File: src/rtl/pp3_cfrag_pkg.sv
// rtl/pp3_cfrag_pkg.sv - shared types and constants for the PP3 logic-cell fragment array
package pp3_cfrag_pkg;

   typedef enum logic {
      MODE_SINGLE = 1'b0,
      MODE_SPLIT  = 1'b1
   } mode_t;

   localparam int CFG_BITS_PER_CELL = 2;

   typedef enum logic [1:0] {
      IDLE   = 2'd0,
      SHIFT  = 2'd1,
      COMMIT = 2'd2
   } cfg_state_t;

endpackage

File: src/rtl/c_frag_cell.sv
// rtl/c_frag_cell.sv - one PP3 cell: T/B mux tree, mode select, Q flip-flop and bypass
// Optional PP3_QFRAG_SET_EN adds an asynchronous set input qst.
module c_frag_cell
   import pp3_cfrag_pkg::*;
(
   input  logic  qck,
   input  logic  qrt,
`ifdef PP3_QFRAG_SET_EN
   input  logic  qst,
`endif
   input  mode_t mode,
   input  logic  bypass,
   input  logic  tbs,
   input  logic  tab,
   input  logic  tsl,
   input  logic  ta1,
   input  logic  ta2,
   input  logic  tb1,
   input  logic  tb2,
   input  logic  bab,
   input  logic  bsl,
   input  logic  ba1,
   input  logic  ba2,
   input  logic  bb1,
   input  logic  bb2,
   input  logic  qen,
   output logic  tz,
   output logic  cz,
   output logic  oz
);

   logic t_mux;
   logic b_mux;
   logic qz;

   assign t_mux = tab ? (tsl ? tb2 : tb1) : (tsl ? ta2 : ta1);
   assign b_mux = bab ? (bsl ? bb2 : bb1) : (bsl ? ba2 : ba1);
   assign tz    = t_mux;

   // In split mode the bottom fragment owns cz and tbs has no effect.
   assign cz = (mode == MODE_SPLIT) ? b_mux : (tbs ? b_mux : t_mux);

`ifdef PP3_QFRAG_SET_EN
   always_ff @(posedge qck or posedge qrt or posedge qst) begin
      if (qrt) begin
         qz <= 1'b0;
      end else if (qst) begin
         qz <= 1'b1;
      end else if (qen) begin
         qz <= cz;
      end
   end
`else
   always_ff @(posedge qck or posedge qrt) begin
      if (qrt) begin
         qz <= 1'b0;
      end else if (qen) begin
         qz <= cz;
      end
   end
`endif

   assign oz = bypass ? cz : qz;

endmodule

File: src/rtl/c_frag_array.sv
// rtl/c_frag_array.sv - array of PP3 cells with serial, staged-commit per-cell configuration
// Optional PP3_QFRAG_SET_EN adds per-cell asynchronous set port QST.
module c_frag_array
   import pp3_cfrag_pkg::*;
#(
   parameter int N_CELLS = 4,
   parameter int CNT_W   = $clog2(2*N_CELLS+1)
) (
   input  logic               QCK,
   input  logic               QRT,
   input  logic [N_CELLS-1:0] TBS,
   input  logic [N_CELLS-1:0] TAB,
   input  logic [N_CELLS-1:0] TSL,
   input  logic [N_CELLS-1:0] TA1,
   input  logic [N_CELLS-1:0] TA2,
   input  logic [N_CELLS-1:0] TB1,
   input  logic [N_CELLS-1:0] TB2,
   input  logic [N_CELLS-1:0] BAB,
   input  logic [N_CELLS-1:0] BSL,
   input  logic [N_CELLS-1:0] BA1,
   input  logic [N_CELLS-1:0] BA2,
   input  logic [N_CELLS-1:0] BB1,
   input  logic [N_CELLS-1:0] BB2,
   input  logic [N_CELLS-1:0] QEN,
`ifdef PP3_QFRAG_SET_EN
   input  logic [N_CELLS-1:0] QST,
`endif
   input  logic               CFG_EN,
   input  logic               CFG_DI,
   input  logic               CFG_LOAD,
   output logic [N_CELLS-1:0] TZ,
   output logic [N_CELLS-1:0] CZ,
   output logic [N_CELLS-1:0] OZ,
   output logic               CFG_DO,
   output logic               CFG_BUSY,
   output logic               CFG_ERR
);

   localparam int              CFG_W    = CFG_BITS_PER_CELL * N_CELLS;
   localparam logic [CNT_W-1:0] CNT_FULL = CNT_W'(CFG_W);
   localparam logic [CNT_W-1:0] CNT_SAT  = CNT_W'(CFG_W + 1);

   cfg_state_t       state,  state_nx;
   logic [CFG_W-1:0] shadow, shadow_nx;
   logic [CFG_W-1:0] active, active_nx;
   logic [CNT_W-1:0] cnt,    cnt_nx;
   logic             err,    err_nx;

   always_ff @(posedge QCK or posedge QRT) begin
      if (QRT) begin
         state  <= IDLE;
         shadow <= '0;
         active <= '0;
         cnt    <= '0;
         err    <= 1'b0;
      end else begin
         state  <= state_nx;
         shadow <= shadow_nx;
         active <= active_nx;
         cnt    <= cnt_nx;
         err    <= err_nx;
      end
   end

   always_comb begin
      state_nx  = state;
      shadow_nx = shadow;
      active_nx = active;
      cnt_nx    = cnt;
      err_nx    = err;
      unique case (state)
         IDLE: begin
            if (CFG_EN) begin
               shadow_nx = {shadow[CFG_W-2:0], CFG_DI};
               cnt_nx    = CNT_W'(1);
               state_nx  = SHIFT;
            end
         end
         SHIFT: begin
            // A load in the same cycle as a shift request wins and suppresses the shift.
            if (CFG_LOAD) begin
               state_nx = COMMIT;
            end else if (CFG_EN) begin
               shadow_nx = {shadow[CFG_W-2:0], CFG_DI};
               if (cnt != CNT_SAT) begin
                  cnt_nx = cnt + CNT_W'(1);
               end
            end
         end
         COMMIT: begin
            if (cnt == CNT_FULL) begin
               active_nx = shadow;
               err_nx    = 1'b0;
            end else begin
               err_nx    = 1'b1;
            end
            cnt_nx   = '0;
            state_nx = IDLE;
         end
         default: begin
            state_nx = IDLE;
         end
      endcase
   end

   assign CFG_DO   = shadow[CFG_W-1];
   assign CFG_BUSY = (state == SHIFT);
   assign CFG_ERR  = err;

   for (genvar i = 0; i < N_CELLS; i++) begin : g_cell
      c_frag_cell u_cell (
         .qck    (QCK),
         .qrt    (QRT),
`ifdef PP3_QFRAG_SET_EN
         .qst    (QST[i]),
`endif
         .mode   (mode_t'(active[CFG_BITS_PER_CELL*i])),
         .bypass (active[CFG_BITS_PER_CELL*i+1]),
         .tbs    (TBS[i]),
         .tab    (TAB[i]),
         .tsl    (TSL[i]),
         .ta1    (TA1[i]),
         .ta2    (TA2[i]),
         .tb1    (TB1[i]),
         .tb2    (TB2[i]),
         .bab    (BAB[i]),
         .bsl    (BSL[i]),
         .ba1    (BA1[i]),
         .ba2    (BA2[i]),
         .bb1    (BB1[i]),
         .bb2    (BB2[i]),
         .qen    (QEN[i]),
         .tz     (TZ[i]),
         .cz     (CZ[i]),
         .oz     (OZ[i])
      );
   end

endmodule
File: config.mk
export PLATFORM = sky130hd
export DESIGN_NAME = c_frag_array
export DESIGN_NICKNAME = d
export VERILOG_FILES = /design/src/rtl/pp3_cfrag_pkg.sv /design/src/rtl/c_frag_cell.sv /design/src/rtl/c_frag_array.sv
export SDC_FILE = /design/constraint.sdc
export NUM_CORES = 1
export LEC_CHECK = 0
export CAP_MARGIN = 15
export CELL_PAD_IN_SITES_DETAIL_PLACEMENT = 1
export CELL_PAD_IN_SITES_GLOBAL_PLACEMENT = 1
export CORE_ASPECT_RATIO = 1.4
export CORE_MARGIN = 4
export CORE_UTILIZATION = 28
export CTS_CLUSTER_DIAMETER = 100
export CTS_CLUSTER_SIZE = 25
export DETAILED_ROUTE_END_ITERATION = 7
export PLACE_DENSITY = 0.79
export SYNTH_ARGS = -nofsm -noshare
export SYNTH_HDL_FRONTEND = slang
export SYNTH_SLANG_ARGS = --single-unit
export TNS_END_PERCENT = 50
File: constraint.sdc
create_clock -name QCK -period 1.5 [get_ports QCK]
set_input_delay 0.225 -clock QCK [delete_from_list [all_inputs] [get_ports QCK]]
set_output_delay 0.225 -clock QCK [all_outputs]
set_load 0.05 [all_outputs]
==> impl_metrics.env, run 1 <==
export IMPL_status="finished with violations"
export IMPL_violations="negative setup slack"
export IMPL_synth_area_leader_cell="dfrtp_1"
export IMPL_start_util=0.294
export IMPL_crit_path_start_kind="primary input"
export IMPL_cp_max_fo=3
export IMPL_synth_seq_cells=27
export IMPL_setup_slack_ns=-0.0940
export IMPL_n_antenna_cell=0
export IMPL_drive_above_1_share=0.544
export IMPL_ys_seq_area_frac=0.407
export IMPL_p_clk_frac=0.114
export IMPL_ys_warn_count=0
export IMPL_synth_most_common_cell="dfrtp_1"
export IMPL_syn_avg_cell_area_sq_um=12.0
export IMPL_comb_power_share=0.583
export IMPL_root_buffer="clkbuf_8"
export IMPL_clk_latency_ns=0.27
export IMPL_htreeDepth=1
export IMPL_clk_pin_slew_ns=0.08
export IMPL_antenna_found_initial=0
export IMPL_synth_fp_nets=208
export IMPL_synth_top_area_frac=0.407
export IMPL_grt_usage=0.126
export IMPL_cp_arrival_ns=1.37
export IMPL_async_flop_share=1.00
export IMPL_powerDensity_nw_per_um2=1330
export IMPL_ctsHoldBuffers=0
export IMPL_gp_congestion=0.815
export IMPL_die_area_sq_um=7240
export IMPL_synth_edf_count=0
export IMPL_p_leak_nw=1.29
export IMPL_setup_viol=21
export IMPL_cts_tree="done"
export IMPL_finalWirelength_um=4570
export IMPL_maxCapViolations=0
export IMPL_fin_skew_ns=0.00346
export IMPL_num_rows=32
export IMPL_design_final_nets=299
export IMPL_design_core_area_sq_um=5650
export IMPL_synthFlopType="dfrtp_1"
export IMPL_grt_pass1_vias=1554
export IMPL_viasPerCell=4.71
export IMPL_clockBufferDepth=2
export IMPL_syn2layout_area_growth_pct=59.6
export IMPL_ios=76
export IMPL_synthTopCellsByArea="dfrtp_1 (41%), mux2_2 (12%), mux4_2 (11%)"
export IMPL_syn_cell_area_sq_um=1660
export IMPL_grt_max_degree=28
export IMPL_avgRoutedWirePerCell_um=15.4
export IMPL_sequentialPowerShare=0.303
export IMPL_worstMarginPinSlew_ns=0.357
export IMPL_period_minus_slack_ns=1.59
export IMPL_dr_pass1_iters=3
export IMPL_die_w_um=73.1
export IMPL_p_switching_w=0.00132
export IMPL_synth_common_cells="dfrtp_1 (27), mux2_2 (18), buf_4 (12), nor2_1 (12)"
export IMPL_die_h_um=99.1
export IMPL_swShare=0.373
export IMPL_finalHoldViolations=0
export IMPL_numCtsBuffers=3
export IMPL_slew_headroom=0.762
export IMPL_rsz0062_at_grt="true"
export IMPL_synth_cell_types=27
export IMPL_period_share=1.06
export IMPL_fmax_ghz=0.627
export IMPL_peakVddDrop_v=0.00106
export IMPL_vias=1393
export IMPL_cts_sinks=27
export IMPL_pre_cts_slack_ns=-0.526
export IMPL_synthesis_instances=138
export IMPL_drc=0
export IMPL_grt_overflow=0
export IMPL_grt_first_pass_wirelength_um=7260
export IMPL_worst_setup_path_type="primary input to output port"
export IMPL_internal_power_w=0.00222
export IMPL_end_kind="output port"
export IMPL_slew_violations=0
export IMPL_ant_nets=0
export IMPL_crit_required_ns=1.27
export IMPL_post_dp_hpwl_um=3670
export IMPL_finalPower_w=0.00353
export IMPL_worstHoldPathType="primary input to async pin"
export IMPL_port_buffers=75
export IMPL_drt_iter0_markers=28
sequential cells by signal, indices dropped and copies added (netlist names):
register,flops
active,8
shadow,8
cnt,4
g_cell.u_cell.qz,4
state,2
CFG_ERR,1
final cells by class:
type	count	area, sq um
fill	641	3000
multi-input combinational	87	980
timing repair buffer	99	823
sequential	27	676
tap	68	85.1
clock buffer	4	45.0
inverter	11	41.3
routing by layer:
layer | global-route usage | part of all wire | up-vias
met5 | 0 | 0 | -
met4 | 0.0341 | 0.0059 | 0
met3 | 0.0152 | 0.047 | 4
met2 | 0.236 | 0.59 | 31
met1 | 0.144 | 0.35 | 690
li1 | - | - | 668
worst paths after layout:
| check | start | endpoint | slack [ns] | depth (start not counted) |
|---|---|---|---|---|
| hold / removal | QRT | shadow[0] | 0.32 | 3 |
| min in group QCK | BB1[1] | g_cell[1].u_cell.qz | 0.53 | 4 |
| hold reg to reg | active[2] | active[2] | 0.54 | 1 |
| setup reg to reg | state[0] | cnt[0] | -0.09 | 5 |
| max in group asynchronous | QRT | active[0] | 0.92 | 3 |
| setup / recovery | BA2[2] | OZ[2] | -0.09 | 5 |
repair_timing:
action                     CTS  global route
setup buffers                4             1
pin swaps                    7             9
resized for setup          148            20
setup endpoints to repair   34            29
power groups by stage:
stage | Combinational (W) | Clock [W] | Sequential [W]
after global routing | 0.00222 | 0.000463 | 0.00110
after CTS | 0.00186 | 0.000424 | 0.00105
after floorplan | 0.00105 | 0 | 0.00108
after global placement | 0.00177 | 0 | 0.00105
final | 0.00206 | 0.000402 | 0.00107
after detailed placement | 0.00181 | 0 | 0.00106
kinds of logic after synthesis:
| logic type | count (synthesis) | synth area share |
|---|---|---|
| muxes | 31 | 0.261 |
| and+or+nand+nor | 25 | 0.0859 |
| buffers and inverters | 24 | 0.0859 |
| DFF | 27 | 0.407 |
| adders and majority gates | 9 | 0.0678 |
| AOI/OAI and AO/OA | 22 | 0.0927 |
metrics by stage:
step | instances | hold slack [ns] | cell area, sq um | util | setup TNS (ns)
2_1_floorplan | 138 | 0.278 | 1680 | - | -1.18
4_1_cts | 295 | 0.323 | 2560 | 0.453 | -0.727
5_1_grt | 296 | 0.360 | 2650 | 0.469 | -2.40
3_5_place_dp | 287 | 0.502 | 2570 | 0.455 | -6.85
3_3_place_gp | 287 | 0.490 | 2570 | 0.455 | -5.70
6_report | 296 | 0.317 | 2650 | 0.469 | -0.897
critical path, cell delays in order:
cell,delay [ns]
clkdlybuf4s15_1,0.17
mux4_2,0.46
mux2i_2,0.22
a21oi_1,0.10
buf_4,0.20
cells in the final DEF (no fill, tap or decap), types with 2 or more instances in the layout:
cell type        Yosys  final
ha_4                 0      2
a21oi_2              0      3
nor2_1              12      8
o21ai_0              2      2
nand3_1              2      2
dfrtp_1             27     27
mux2i_2              0      4
o21a_1               2      2
clkdlybuf4s15_1      0     10
buf_2                0     30
dlygate4sd2_1        0      9
inv_1               11      9
ha_1                 9      6
mux4_2               8      8
nor2_2               0      4
nand2_1              3      2
buf_6                1     11
clkdlybuf4s50_1      0     11
nand4b_1             2      2
buf_12               0      4
buf_4               12     24
mux2_2              18     10
o221ai_2             1      2
mux2_4               0      8
inv_2                0      2
a21oi_1             11      8
nor2b_1              2      2
clkbuf_8             0      3
Note: power is estimated with default switching activity, not from simulation.
==> run 2: changes to the inputs <==
- CTS_CLUSTER_SIZE: 25 -> default
==> results of run 2 <==
Same layout as run 1: the final DEF is identical, and so are final timing and power.
